### config.mk
export PLATFORM = sky130hd
export DESIGN_NAME = mmio_uart_tx_flat
export DESIGN_NICKNAME = d
export VERILOG_FILES = /design/src/rtl/mmio_uart_tx_pkg.sv /design/src/rtl/mmio_uart_tx_if.sv /design/src/rtl/uart_tx_fifo.sv /design/src/rtl/mmio_uart_tx.sv /design/src/flat_wrapper.sv
export SDC_FILE = /design/constraint.sdc
export NUM_CORES = 1
export LEC_CHECK = 0
export ABC_AREA = 0
export BUFFER_PORTS_ARGS = -buffer_cell sky130_fd_sc_hd__clkbuf_2
export CAP_MARGIN = 20
export CELL_PAD_IN_SITES_DETAIL_PLACEMENT = 2
export CELL_PAD_IN_SITES_GLOBAL_PLACEMENT = 2
export CORE_MARGIN = 2
export CORE_UTILIZATION = 37
export CTS_CLUSTER_DIAMETER = 80
export DETAILED_ROUTE_END_ITERATION = 8
export PLACE_DENSITY_LB_ADDON = 0.25
export SLEW_MARGIN = 0
export SYNTH_ARGS = -nofsm -noshare
export SYNTH_HDL_FRONTEND = slang
export SYNTH_SLANG_ARGS = --single-unit
### constraint.sdc
create_clock -name clk -period 4.4 [get_ports clk]
set_clock_uncertainty 0.15 [all_clocks]
set_input_delay 0 -clock clk [delete_from_list [all_inputs] [get_ports clk]]
set_output_delay 0 -clock clk [all_outputs]
set_load 0.03 [all_outputs]
### src/rtl/mmio_uart_tx_pkg.sv
// Shared constants and types for the memory-mapped UART transmitter:
// register offsets, STATUS/CTRL bit positions, frame shape and FSM encoding.
package mmio_uart_tx_pkg;

    localparam logic [1:0] REG_TXDATA = 2'd0;
    localparam logic [1:0] REG_STATUS = 2'd1;
    localparam logic [1:0] REG_CTRL   = 2'd2;
    localparam logic [1:0] REG_DIV    = 2'd3;

    localparam int unsigned STATUS_FULL    = 0;
    localparam int unsigned STATUS_EMPTY   = 1;
    localparam int unsigned STATUS_BUSY    = 2;
    localparam int unsigned STATUS_IRQ     = 3;
    localparam int unsigned STATUS_OVR     = 4;
    localparam int unsigned STATUS_CNT_LSB = 5;

    localparam int unsigned CTRL_IRQ_EN  = 0;
    localparam int unsigned CTRL_OVR_CLR = 1;
    localparam int unsigned CTRL_IRQ_CLR = 2;

    localparam int unsigned DATA_BITS = 8;
    localparam int unsigned STOP_BITS = 1;

    typedef enum logic [1:0] {
        StIdle  = 2'd0,
        StStart = 2'd1,
        StData  = 2'd2,
        StStop  = 2'd3
    } tx_state_e;

    // STATUS only has three bits for the fill level.
    function automatic logic [2:0] sat_count3(input int unsigned cnt);
        return (cnt > 7) ? 3'd7 : 3'(cnt);
    endfunction

endpackage

### src/rtl/mmio_uart_tx_if.sv
// CPU data-memory bus as seen by one responder: strobes, address, write data
// and the combinational read-data return.
interface mmio_uart_tx_if;
    logic        rd;
    logic        wr;
    logic [31:0] addr;
    logic [31:0] wdata;
    logic [31:0] rdata;

    modport master (output rd, output wr, output addr, output wdata, input rdata);
    modport slave  (input rd, input wr, input addr, input wdata, output rdata);
endinterface

### src/rtl/uart_tx_fifo.sv
// Synchronous FIFO for the transmit path. A push while full is accepted only
// when a pop happens in the same cycle.
module uart_tx_fifo #(
    parameter int unsigned Width = 8,
    parameter int unsigned Depth = 4
) (
    input  logic                         clk_i,
    input  logic                         rst_ni,
    input  logic                         push_i,
    input  logic                         pop_i,
    input  logic [Width-1:0]             din_i,
    output logic [Width-1:0]             dout_o,
    output logic                         full_o,
    output logic                         empty_o,
    output logic [$clog2(Depth+1)-1:0]   count_o
);
    localparam int unsigned AddrW = $clog2(Depth);
    localparam int unsigned CntW  = $clog2(Depth + 1);

    logic [Width-1:0] mem_q [Depth];
    logic [AddrW-1:0] wptr_q, wptr_d, rptr_q, rptr_d;
    logic [CntW-1:0]  count_q, count_d;
    logic             do_push, do_pop;

    assign full_o  = (count_q == CntW'(Depth));
    assign empty_o = (count_q == '0);
    assign count_o = count_q;
    assign dout_o  = mem_q[rptr_q];

    assign do_pop  = pop_i & ~empty_o;
    assign do_push = push_i & (~full_o | do_pop);

    always_comb begin
        wptr_d  = wptr_q;
        rptr_d  = rptr_q;
        count_d = count_q;
        if (do_push) wptr_d = wptr_q + AddrW'(1);
        if (do_pop)  rptr_d = rptr_q + AddrW'(1);
        case ({do_push, do_pop})
            2'b10:   count_d = count_q + CntW'(1);
            2'b01:   count_d = count_q - CntW'(1);
            default: count_d = count_q;
        endcase
    end

    always_ff @(posedge clk_i or negedge rst_ni) begin
        if (!rst_ni) begin
            wptr_q  <= '0;
            rptr_q  <= '0;
            count_q <= '0;
        end else begin
            wptr_q  <= wptr_d;
            rptr_q  <= rptr_d;
            count_q <= count_d;
        end
    end

    always_ff @(posedge clk_i) begin
        if (do_push) mem_q[wptr_q] <= din_i;
    end

endmodule

### src/rtl/mmio_uart_tx.sv
// Memory-mapped 8N1 UART transmitter: bus decode, TXDATA/STATUS/CTRL/DIV
// registers, a transmit FIFO and the baud-divided serializer.
module mmio_uart_tx
    import mmio_uart_tx_pkg::*;
#(
    parameter logic [31:0] BASE_ADDR  = 32'h4000_0030,
    parameter int unsigned FIFO_DEPTH = 4,
    parameter logic [15:0] DEF_DIV    = 16'd5208
) (
    input  logic          clk,
    input  logic          reset,
    mmio_uart_tx_if.slave bus,
    output logic          UART_TX,
    output logic          irqout
);
    localparam int unsigned CntW     = $clog2(FIFO_DEPTH + 1);
    localparam logic [2:0]  LastData = 3'(DATA_BITS - 1);
    localparam logic [2:0]  LastStop = 3'(STOP_BITS - 1);

    logic            sel;
    logic [1:0]      reg_idx;
    logic            wr_txdata, wr_ctrl, wr_div;
    logic            push, pop, full, empty, drained, bit_done;
    logic [7:0]      fifo_dout;
    logic [CntW-1:0] fifo_count;
    logic [31:0]     status;

    tx_state_e   state_q, state_d;
    logic [15:0] cnt_q, cnt_d, div_lat_q, div_lat_d, div_q, div_d;
    logic [2:0]  bit_q, bit_d;
    logic [7:0]  shift_q, shift_d;
    logic        tx_q, tx_d;
    logic        irq_en_q, irq_en_d, overrun_q, overrun_d;
    logic        irq_pend_q, irq_pend_d, irqout_q, irqout_d;

    logic unused_bus_bits;
    assign unused_bus_bits = ^{bus.addr[1:0], bus.wdata[31:16]};

    assign sel       = (bus.addr[31:4] == BASE_ADDR[31:4]);
    assign reg_idx   = bus.addr[3:2];
    assign wr_txdata = bus.wr & sel & (reg_idx == REG_TXDATA);
    assign wr_ctrl   = bus.wr & sel & (reg_idx == REG_CTRL);
    assign wr_div    = bus.wr & sel & (reg_idx == REG_DIV);
    assign push      = wr_txdata;

    uart_tx_fifo #(
        .Width (8),
        .Depth (FIFO_DEPTH)
    ) u_fifo (
        .clk_i   (clk),
        .rst_ni  (reset),
        .push_i  (push),
        .pop_i   (pop),
        .din_i   (bus.wdata[7:0]),
        .dout_o  (fifo_dout),
        .full_o  (full),
        .empty_o (empty),
        .count_o (fifo_count)
    );

    assign bit_done = (cnt_q == div_lat_q - 16'd1);

    always_comb begin
        state_d   = state_q;
        cnt_d     = cnt_q + 16'd1;
        bit_d     = bit_q;
        shift_d   = shift_q;
        div_lat_d = div_lat_q;
        tx_d      = tx_q;
        pop       = 1'b0;
        drained   = 1'b0;
        unique case (state_q)
            StIdle: begin
                cnt_d = '0;
                tx_d  = 1'b1;
                if (!empty) begin
                    pop       = 1'b1;
                    shift_d   = fifo_dout;
                    div_lat_d = div_q;
                    tx_d      = 1'b0;
                    state_d   = StStart;
                end
            end
            StStart: begin
                if (bit_done) begin
                    cnt_d   = '0;
                    bit_d   = '0;
                    tx_d    = shift_q[0];
                    state_d = StData;
                end
            end
            StData: begin
                if (bit_done) begin
                    cnt_d = '0;
                    if (bit_q == LastData) begin
                        bit_d   = '0;
                        tx_d    = 1'b1;
                        state_d = StStop;
                    end else begin
                        bit_d   = bit_q + 3'd1;
                        shift_d = {1'b0, shift_q[7:1]};
                        tx_d    = shift_q[1];
                    end
                end
            end
            StStop: begin
                if (bit_done) begin
                    cnt_d = '0;
                    if (bit_q != LastStop) begin
                        bit_d = bit_q + 3'd1;
                    end else if (!empty) begin
                        // Chain straight into the next frame without an idle bit.
                        pop       = 1'b1;
                        shift_d   = fifo_dout;
                        div_lat_d = div_q;
                        tx_d      = 1'b0;
                        state_d   = StStart;
                    end else begin
                        drained = 1'b1;
                        state_d = StIdle;
                    end
                end
            end
            default: state_d = StIdle;
        endcase
    end

    always_comb begin
        div_d      = div_q;
        irq_en_d   = irq_en_q;
        overrun_d  = overrun_q;
        irq_pend_d = irq_pend_q;
        if (wr_div) div_d = (bus.wdata[15:0] == 16'd0) ? 16'd1 : bus.wdata[15:0];
        if (wr_ctrl) begin
            irq_en_d = bus.wdata[CTRL_IRQ_EN];
            if (bus.wdata[CTRL_OVR_CLR]) overrun_d = 1'b0;
            if (bus.wdata[CTRL_IRQ_CLR]) irq_pend_d = 1'b0;
        end
        // Sets come last so they win over a same-cycle clear.
        if (push && full && !pop) overrun_d = 1'b1;
        if (drained) irq_pend_d = 1'b1;
        irqout_d = irq_pend_q & irq_en_q;
    end

    always_ff @(posedge clk or negedge reset) begin
        if (!reset) begin
            state_q    <= StIdle;
            cnt_q      <= '0;
            bit_q      <= '0;
            shift_q    <= '0;
            div_lat_q  <= DEF_DIV;
            tx_q       <= 1'b1;
            div_q      <= DEF_DIV;
            irq_en_q   <= 1'b0;
            overrun_q  <= 1'b0;
            irq_pend_q <= 1'b0;
            irqout_q   <= 1'b0;
        end else begin
            state_q    <= state_d;
            cnt_q      <= cnt_d;
            bit_q      <= bit_d;
            shift_q    <= shift_d;
            div_lat_q  <= div_lat_d;
            tx_q       <= tx_d;
            div_q      <= div_d;
            irq_en_q   <= irq_en_d;
            overrun_q  <= overrun_d;
            irq_pend_q <= irq_pend_d;
            irqout_q   <= irqout_d;
        end
    end

    always_comb begin
        status                           = '0;
        status[STATUS_FULL]              = full;
        status[STATUS_EMPTY]             = empty;
        status[STATUS_BUSY]              = (state_q != StIdle);
        status[STATUS_IRQ]               = irq_pend_q;
        status[STATUS_OVR]               = overrun_q;
        status[STATUS_CNT_LSB +: 3]      = sat_count3(32'(fifo_count));
    end

    always_comb begin
        bus.rdata = '0;
        if (bus.rd && sel) begin
            case (reg_idx)
                REG_STATUS: bus.rdata = status;
                REG_CTRL:   bus.rdata = {31'd0, irq_en_q};
                REG_DIV:    bus.rdata = {16'd0, div_q};
                default:    bus.rdata = '0;
            endcase
        end
    end

    assign UART_TX = tx_q;
    assign irqout  = irqout_q;

endmodule

### src/flat_wrapper.sv
// flat-port wrapper written by rule: the top's interface ports become plain ports
module mmio_uart_tx_flat import mmio_uart_tx_pkg::*;
#(
    parameter logic [31:0] BASE_ADDR  = 32'h4000_0030,
    parameter int unsigned FIFO_DEPTH = 4,
    parameter logic [15:0] DEF_DIV    = 16'd5208
)
  (clk, reset, UART_TX, irqout, bus_rd, bus_wr, bus_addr, bus_wdata, bus_rdata);
  mmio_uart_tx_if bus_i ();
  input  logic clk;
  input  logic reset;
  output logic UART_TX;
  output logic irqout;
  input wire logic [$bits(bus_i.rd)-1:0] bus_rd;
  input wire logic [$bits(bus_i.wr)-1:0] bus_wr;
  input wire logic [$bits(bus_i.addr)-1:0] bus_addr;
  input wire logic [$bits(bus_i.wdata)-1:0] bus_wdata;
  output wire logic [$bits(bus_i.rdata)-1:0] bus_rdata;
  assign bus_i.rd = bus_rd;
  assign bus_i.wr = bus_wr;
  assign bus_i.addr = bus_addr;
  assign bus_i.wdata = bus_wdata;
  assign bus_rdata = bus_i.rdata;
  mmio_uart_tx #(.BASE_ADDR(BASE_ADDR), .FIFO_DEPTH(FIFO_DEPTH), .DEF_DIV(DEF_DIV)) u_core (.clk(clk), .reset(reset), .bus(bus_i), .UART_TX(UART_TX), .irqout(irqout));
endmodule
# Word-level counts from Yosys, hierarchy flattened
# Memories as Yosys holds them, arrays and structs flattened.
# Index checks and enable logic that the tools add are counted.
[classes] addsub=7 muxes=53 reduce_logical=26 n_eq_ne=21 bitwise=10
[op_table] operator="$mux W16" count=5
[op_table] operator="$pmux W16 S2" count=2
[op_table] operator="$pmux W16 S3" count=1
[op_table] operator="$mux W8" count=5
[op_table] operator="$mux W32" count=1
[op_table] operator="$eq A28 B27 Y1 const B" count=1
[op_table] operator="$pmux W8 S3" count=1
[op_table] operator="$mux W1" count=22
[op_table] operator="$add A16 B1 Y16 const B" count=1
[op_table] operator="$eq A16 B16 Y1" count=1
[op_table] operator="$logic_not A16 Y1" count=1
[op_table] operator="$sub A16 B1 Y16 const B" count=1
[op_table] operator="$mux W3" count=5
[op_table] operator="$reduce_and A5 Y1" count=3
[op_table] operator="$reduce_bool A2 Y1" count=7
[op_table] operator="$mux W2" count=6
[op_table] operator="$eq A2 B2 Y1 const B" count=5
[op_table] operator="$ne A2 B1 Y1 const B" count=5
[op_table] operator="$pmux W3 S3" count=1
[op_table] operator="$reduce_bool A3 Y1" count=3
[op_table] operator="$ne A2 B2 Y1 const B" count=4
[op_table] operator="$pmux W2 S4" count=1
[op_table] operator="$and A1 B1 Y1" count=7
[op_table] operator="$add A3 B1 Y3 const B" count=2
[op_table] operator="other kinds (17)" count=26
[word_totals] mem_count=1 ramBits=32 inputBits=68 out_inout_bits=34 register_bits=73
[memory_table] name="u_core.u_fifo.mem_q" words=4 width=8 read_ports=1 rd_clocked_by_memory_dff=0 wr=1 line_no="uart_tx_fifo.sv:20" text="logic [Width-1:0] mem_q [Depth];"

# Logic depth before layout (Yosys ltp)
# Gate-level depths: netlist (run 1).
[depth] ltp_word=10 ltp_mapped=14 mapped_depth_nobuf=13

# Hierarchy
# Synthesis (run 1) repeated with hierarchy kept, for this count alone.
[unflattened] hier_cells=519 hier_area_um2=5805.6
[modules_own_cells] mod="mmio_uart_tx" seq_area_each_um2=1665.3 n_inst=1 area_per_inst_um2=4217.8 cells_each=439
[modules_own_cells] mod="uart_tx_fifo" seq_area_each_um2=1136.1 n_inst=1 area_per_inst_um2=1587.8 cells_each=80

# Least setup slack after synthesis (run 1)
# OpenSTA, ideal clock, no wires.
[synth_timing] path_kind="reg2reg" start="register u_core.div_lat_q[0]" end="memory u_core.u_fifo.mem_q[2][0] (enable)" path_stages_with_launch=12 period_less_slack_ps=3712 path_buffers=1 t_arrival_ps=3177 slack_ps=688 t_required_ps=3865 setup_ps=385 cell_sequence="dfrtp_1 inv_1 ha_1 or4b_1 buf_2 nor4_1 xnor2_1 nand4_1 and4bb_4 a31o_2 a21oi_1 nor3b_1"
[synth_via] elab_chain_len=9
[synth_lines] element="start: declaration" line_no="mmio_uart_tx.sv:29" text="logic [15:0] cnt_q, cnt_d, div_lat_q, div_lat_d, div_q, div_d;"
[synth_lines] element="start signal: assignment" line_no="mmio_uart_tx.sv:163" text="div_lat_q <= div_lat_d;"
[synth_lines] element="$sub A16 B1 Y16" line_no="mmio_uart_tx.sv:61" text="assign bit_done = (cnt_q == div_lat_q - 16'd1);"
[synth_lines] element="$eq A16 B16 Y1" line_no="mmio_uart_tx.sv:61"
[synth_lines] element="$mux W1" line_no="mmio_uart_tx.sv:107" text="if (bit_done) begin"
[synth_lines] element="$pmux W1 S2" line_no="mmio_uart_tx.sv:72" text="unique case (state_q)"
[synth_lines] element="$and A1 B1 Y1" line_no="uart_tx_fifo.sv:30" text="assign do_pop = pop_i & ~empty_o;"
[synth_lines] element="$or A1 B1 Y1" line_no="uart_tx_fifo.sv:31" text="assign do_push = push_i & (~full_o | do_pop);"
[synth_lines] element="$and A1 B1 Y1" line_no="uart_tx_fifo.sv:31"
[synth_lines] element="$mux W1" line_no="uart_tx_fifo.sv:59" text="if (do_push) mem_q[wptr_q] <= din_i;"
[synth_lines] element="$mux W1 (implied by the code)" line_no="uart_tx_fifo.sv:59"
[synth_lines] element="end: declaration" line_no="uart_tx_fifo.sv:20"
# No other way between the ends.

# Worst setup path in the final report (run 1)
[layout_timing] start="register u_core.div_lat_q[0]" end="register u_core.u_fifo.count_q[1] (netlist: u_core.u_fifo.count_o[1])"
[layout_via] elab_chain_len=9 elab_cells_between_ends=11 cone_classes="add/sub: 1; eq/ne: 3; mux: 3; bitwise: 3; reduce/logical: 1"
[layout_lines] element="$sub A16 B1 Y16 *" line_no="mmio_uart_tx.sv:61"
[layout_lines] element="$eq A16 B16 Y1 *" line_no="mmio_uart_tx.sv:61"
[layout_lines] element="$mux W1 *" line_no="mmio_uart_tx.sv:107"
[layout_lines] element="$pmux W1 S2 *" line_no="mmio_uart_tx.sv:72"
[layout_lines] element="$and A1 B1 Y1 *" line_no="uart_tx_fifo.sv:30"
[layout_lines] element="$or A1 B1 Y1" line_no="uart_tx_fifo.sv:31"
[layout_lines] element="$and A1 B1 Y1" line_no="uart_tx_fifo.sv:31"
[layout_lines] element="$eq A2 B1 Y1 or $eq A2 B2 Y1 (tied branches)" line_no="uart_tx_fifo.sv:39" text="case ({do_push, do_pop})"
[layout_lines] element="$pmux W3 S2 or $reduce_bool A2 Y1 (tied branches)"
[layout_lines] element="end signal: assignment" line_no="uart_tx_fifo.sv:54" text="count_q <= count_d;"
[layout_lines] element="end: declaration" line_no="uart_tx_fifo.sv:22" text="logic [CntW-1:0] count_q, count_d;"
# Every way passes the cells marked *; elsewhere a longest branch is shown, timed or not.
# A chain may end at the register's enable or synchronous reset.

==> results.yml, run 1 <==
pwr:
  power_mw: 1.93
  power_density_nw_per_um2: 278
  peakVddDrop_mv: 0.170
  power.leakage_nw: 2.94
clock_network:
  cts_tree: "yes"
  cts_setup_buffers: 0
  htreeDepth: 3
  worstSkewPairLatency_ns: 0.35
  clock-sinks: 105
  clockRootBuffer: "clkbuf_16"
  path_clk_slew_ns: 0.08
  cts_buffer_depth: 2
  cts_buffers: 9
sta:
  rsz0062_at_grt: "false"
  timing.final.crit_share_pct: 88.1
  relSlewSlack_pct: 36.9
  maxSlewViolCount: 0
  tightest_slew_ns: 0.947
  hold_viol_final: 0
  max_freq_mhz: 258
  setup_viol_count_final: 0
  finalSetupTns_ns: 0
  period_needed_ns: 3.88
global_route:
  grt_pass1_vias: 4909
  grt_max_degree: 74
  antenna_found_initial: 0
  grt_pass1_wl_um: 27500
  grtUsageTotal_pct: 21.2
  grt_overflow: 0
run_status:
  outcome: "complete, no violations"
critical_path:
  critical_path_arrival_ns: 3.99
  critical_path_class: "reg -> reg"
  setup.worst_path.start_class: "flip-flop"
  crit_required_ns: 4.52
  endpoint_kind: "flip-flop"
  crit_fanout: 6
logic_synthesis:
  syn_inst: 512
  synth-main-ff-cell: "dfrtp_1"
  async_reset_ff_share_pct: 69.5
  syn_area_sq_um: 5950
  ys_types: 64
  yosysWarnings: 0
  ys_seq_area_share_pct: 47.1
  ys_ff_latch: 105
  syn_avg_cell_area_sq_um: 11.6
  synth-edff-count: 32
routing:
  dr_total_vias: 4369
  route.detailed.wl_per_inst_um: 20.5
  drt_wl_total_um: 16800
  drt_iter0_markers: 207
  remaining_drc_errors: 0
  first_pass_iters: 4
  vias_per_cell: 5.33
  drt.antenna.violating_nets: 0
layout:
  final_area_sq_um: 6950
  area_growth_pct: 16.9
  final_util_pct: 44.1
  drive_gt1_share_pct: 29.1
  fillCellCount: 1670
  finalNetCount: 682
  mostFrequentLayoutCells: "clkbuf_2 (66), dfrtp_1 (62), nor2_1 (46), edfxtp_1 (32), mux2_2 (31)"
  antenna_cells: 0
  layout_commonest_cell: "clkbuf_2"
die:
  num_io_pins: 102
  die_width_um: 131
  die-area_sq_um: 17100
  start_util_pct: 37.7
  core-area_sq_um: 15800
  die_h_um: 131
  num_rows: 46
flow_run:
  maxCapViolations: 0
placed_design:
  place_congestion: 0.839
  placed_area_sq_um: 6470
  port-buffer-count: 67
  dp_hpwl_um: 12400
hold_path:
  hold_class: "in -> reg"
-- final timing paths --
kind / from / endpoint / slack (ns) / cells past startpoint
min: bus_addr[2] / u_core.overrun_q$_DFFE_PN0P_ / 0.02 / 5
min reg2reg: u_core.UART_TX$_DFFE_PN1P_ / u_core.UART_TX$_DFFE_PN1P_ / 0.35 / 2
max reg2reg: u_core.div_lat_q[0]$_DFFE_PN0P_ / u_core.u_fifo.count_o[1]$_DFFE_PN0P_ / 0.52 / 12
min in group asynchronous: reset / u_core.div_lat_q[15]$_DFFE_PN0P_ / 0.19 / 2
max: u_core.div_lat_q[0]$_DFFE_PN0P_ / u_core.u_fifo.count_o[1]$_DFFE_PN0P_ / 0.52 / 12
max in group asynchronous: reset / u_core.div_lat_q[2]$_DFFE_PN0P_ / 3.30 / 2
-- report_power, final --
group,switching (mW),internal [mW],total (mW)
clock,0.391,0.450,0.841
combinational,0.0584,0.0294,0.0878
sequential,0.0000000464,1.01,1.01
total,0.450,1.48,1.93
-- sequential cells by signal, summed over array words and instances (netlist names), 2 cells and up --
| register | cells |
|---|---|
| u_core.div_lat_q | 16 |
| u_core.u_fifo.wptr_q | 2 |
| u_core.u_fifo.mem_q | 32 |
| u_core.cnt_q | 16 |
| u_core.state_q | 2 |
| u_core.u_fifo.rptr_q | 2 |
| u_core.shift_q | 8 |
| u_core.u_fifo.count_o | 3 |
| u_core.div_q | 16 |
| u_core.bit_q | 3 |
-- synth_stat cells, drive strengths merged, types with 2 or more instances --
cell    count  share of area [%]
o21ai      13                1.1
xnor2      22                3.2
nor4       14                1.7
o311ai      3               0.44
nor2b       5               0.53
o211ai      2               0.34
xor2       14                2.1
and2       14                1.5
mux4        8                3.0
nor4b       3               0.55
o31ai       2               0.25
or4         3               0.38
a22oi       2               0.48
and3        6               0.63
mux2i      11                1.9
edfxtp     32                 16
dfstp      11                4.9
and4b       2               0.34
a41oi       2               0.29
nand2b      2               0.21
buf        24                3.0
or3         4               0.42
dfrtp      62                 26
clkbuf      9               0.57
nand3      24                2.2
a211o       2               0.29
nor3b       7               0.88
nand2      18                1.1
mux2       49                 10
inv        18                1.1
nand4       8               0.84
ha         14                2.9
nor3       12                1.1
a21oi      11                1.1
a31oi       8               0.84
nand3b      3               0.38
nor2       46                2.9
a31o        5               0.74
a211oi      4               0.50
-- cell families after synthesis --
group	count (synthesis)	share of synthesized area, %
adders and majority gates	15	3.28
muxes	68	15.3
buffers and inverters	51	4.73
xor gates and xnor gates	36	5.30
other	1	0.0631
AOI/OAI and AO/OA	59	7.53
and+or+nand+nor	177	16.7
DFF	105	47.1
-- worst max-delay path, cell delays in order (launching register included) --
cell and delay [ns]:
dfrtp_1 0.43, inv_1 0.08, ha_1 0.16, or4b_1 0.63, nor4_1 0.29, xnor2_1 0.16
nand4_1 0.12, and4bb_4 0.41, a31o_2 0.24, nand3_1 0.15, fa_1 0.49, or3_1 0.39
o221ai_1 0.09
-- layer usage --
metal / global-route usage [%] / share of wire, % / wire length (um) / vias to the layer above
li1: - / - / - / 2013
met4: 7.13 / 1.9 / 323 / 0
met3: 2.73 / 2.7 / 455 / 15
met1: 29.5 / 47 / 7890 / 2253
met5: 0 / 0 / 0 / -
met2: 34.3 / 48 / 8120 / 88
-- through the flow --
| step | hold slack [ns] | std cells | setup WS (ns) |
|---|---|---|---|
| after floorplan | -0.446 | 527 | 0.688 |
| after global placement | 0.0532 | 787 | 0.655 |
| after detailed placement | 0.0588 | 787 | 0.546 |
| after CTS | 0.0105 | 820 | 0.527 |
| after global routing | 0.0342 | 820 | 0.250 |
| final | 0.0171 | 820 | 0.525 |
-- timing repair --
| item | 4_1_cts | 5_1_grt |
|---|---|---|
| hold buffers | 17 | 0 |
| endpoints found under the hold margin | 112 | 0 |
| resized for setup | 0 | 0 |
-- final cells by class --
type / count / area (sq um) / share of cell area [%]
clock buffer: 10 / 229 / 3.29
clock inverter: 6 / 80.1 / 1.15
inverter: 18 / 67.6 / 0.972
multi-input combinational: 371 / 2920 / 42.0
sequential: 105 / 2800 / 40.3
tap: 216 / 270 / 3.89
timing repair buffer: 94 / 583 / 8.39
(Power assumes the default switching activity.)
==> run 2: changes to the inputs <==
--- a/config.mk
+++ b/config.mk
@@ -11,7 +11,8 @@
 export CELL_PAD_IN_SITES_DETAIL_PLACEMENT = 2
 export CELL_PAD_IN_SITES_GLOBAL_PLACEMENT = 2
 export CORE_MARGIN = 2
-export CORE_UTILIZATION = 37
+export CORE_UTILIZATION = 38
+export CTS_BUF_LIST = sky130_fd_sc_hd__clkbuf_8
 export CTS_CLUSTER_DIAMETER = 80
 export DETAILED_ROUTE_END_ITERATION = 8
 export PLACE_DENSITY_LB_ADDON = 0.25
==> run 2 against run 1 <==
  * Global-route usage is 0.47 points higher
  * Critical path depth increased by 1
  * Wire length rose by 2.6%
  * Sequential share of layout area up 0.75 points
==> results.yml, run 2 (same netlist as run 1, synthesis figures left out) <==
clock_network:
  cts_resized: 0
  clock-sinks: 105
  cts_setup_buffers: 0
  cts_buffers: 9
  cts_hold_buf: 18
  clockRootBuffer: "clkbuf_8"
  cts_tree: "yes"
  htreeDepth: 3
  worstSkewPairLatency_ns: 0.40
  path_clk_slew_ns: 0.10
  cts_buffer_depth: 2
placed_design:
  dp_hpwl_um: 12600
  place_ws_ns: 0.495
  port-buffer-count: 67
  place_congestion: 0.830
critical_path:
  crit_required_ns: 4.53
  critical_path_class: "reg -> reg"
  crit_fanout: 6
  critical_path_arrival_ns: 4.05
  endpoint_kind: "flip-flop"
  setup.worst_path.start_class: "flip-flop"
  reg2reg_depth: 13
die:
  num_io_pins: 102
  die_width_um: 129
  die-area_sq_um: 16700
  die_h_um: 129
  core-area_sq_um: 15300
  num_rows: 45
  start_util_pct: 39.0
routing:
  route.detailed.wl_per_inst_um: 21.2
  first_pass_iters: 4
  drt_wl_total_um: 17200
  drt.antenna.violating_nets: 0
  drt_iter0_markers: 213
  dr_total_vias: 4437
  remaining_drc_errors: 0
  vias_per_cell: 5.46
hold_path:
  hold_class: "in -> reg"
  hold_path_depth: 8
sta:
  hold_viol_final: 0
  period_needed_ns: 3.92
  maxSlewViolCount: 0
  finalSetupTns_ns: 0
  relSlewSlack_pct: 35.9
  tightest_slew_ns: 0.961
  timing.final.crit_share_pct: 89.1
  max_freq_mhz: 255
  fin_ws_ns: 0.481
  rsz0062_at_grt: "false"
  setup_viol_count_final: 0
layout:
  top_register: "u_core.u_fifo.mem_q"
  drive_gt1_share_pct: 28.7
  area_growth_pct: 14.7
  layout_commonest_cell: "clkbuf_2"
  largest_reg_flops: 32
  mostFrequentLayoutCells: "clkbuf_2 (66), dfrtp_1 (62), nor2_1 (46), edfxtp_1 (32), mux2_2 (31)"
  finalNetCount: 680
  antenna_cells: 0
flow_run:
  maxCapViolations: 0
global_route:
  grt_pass1_vias: 5026
  grt_max_degree: 74
  grt_overflow: 0
  antenna_found_initial: 0
  grt_pass1_wl_um: 27700
  grtUsageTotal_pct: 21.6
pwr:
  peakVddDrop_mv: 0.174
  power_density_nw_per_um2: 253
  power.leakage_nw: 2.88
run_status:
  outcome: "complete, no violations"
-- run 2: path summary, 6_finish.rpt --
path / slack, ns / startpoint / to
setup / recovery: 0.48 / u_core.div_lat_q[0]$_DFFE_PN0P_ / u_core.u_fifo.count_o[2]$_DFFE_PN0P_
hold / removal: 0.06 / bus_wr / u_core.overrun_q$_DFFE_PN0P_
setup reg to reg: 0.48 / u_core.div_lat_q[0]$_DFFE_PN0P_ / u_core.u_fifo.count_o[2]$_DFFE_PN0P_
hold reg to reg: 0.37 / u_core.UART_TX$_DFFE_PN1P_ / u_core.UART_TX$_DFFE_PN1P_
max in group asynchronous: 3.31 / reset / u_core.div_lat_q[1]$_DFFE_PN0P_
min in group asynchronous: 0.17 / reset / u_core.div_q[8]$_DFFE_PN0P_
-- run 2: power by group --
| part | switching, mW | leakage (nW) | internal (mW) |
|---|---|---|---|
| logic | 0.0587 | 1.57 | 0.0301 |
| registers | 0.0000000447 | 1.21 | 1.01 |
| clock network | 0.363 | 0.103 | 0.269 |
| total | 0.422 | 2.88 | 1.30 |
-- run 2: final cells by class --
class                      count  area (sq um)
clock inverter                 7          76.3
multi-input combinational    371          2920
fill                        1564          8430
clock buffer                   9           124
inverter                      18          67.6
timing repair buffer          92           571
tap                          211           264
sequential                   105          2800
-- run 2: per-layer routing --
metal  vias up  global-route usage (%)  share of wire, %
met5         -                       0                 0
met2       126                    35.8                49
met3        28                    2.97               3.6
met1      2268                    28.7                45
li1       2015                       -                 -
met4         0                    8.95               2.6
-- run 2: worst max-delay path: stages (launching register included) --
cell	delay, ns
dfrtp_1	0.45
inv_1	0.08
ha_1	0.15
or4b_1	0.62
nor4_1	0.29
xnor2_1	0.17
nand4_1	0.15
and4bb_4	0.42
a31o_2	0.24
nand3_1	0.16
fa_1	0.49
nor3b_1	0.23
mux2i_1	0.09
nor3b_1	0.14
-- run 2: per-stage QoR --
step                      instance area [sq um]  util, %  hold slack, ns  instances  total power [mW]
after floorplan                            6000        -          -0.446        527              1.06
after global placement                     6440     42.2          0.0501        779              1.10
after detailed placement                   6440     42.2          0.0645        779              1.10
after CTS                                  6820     44.7          0.0540        813              1.74
after global routing                       6820     44.7           0.131        813              1.79
final                                      6820     44.7          0.0581        813              1.73
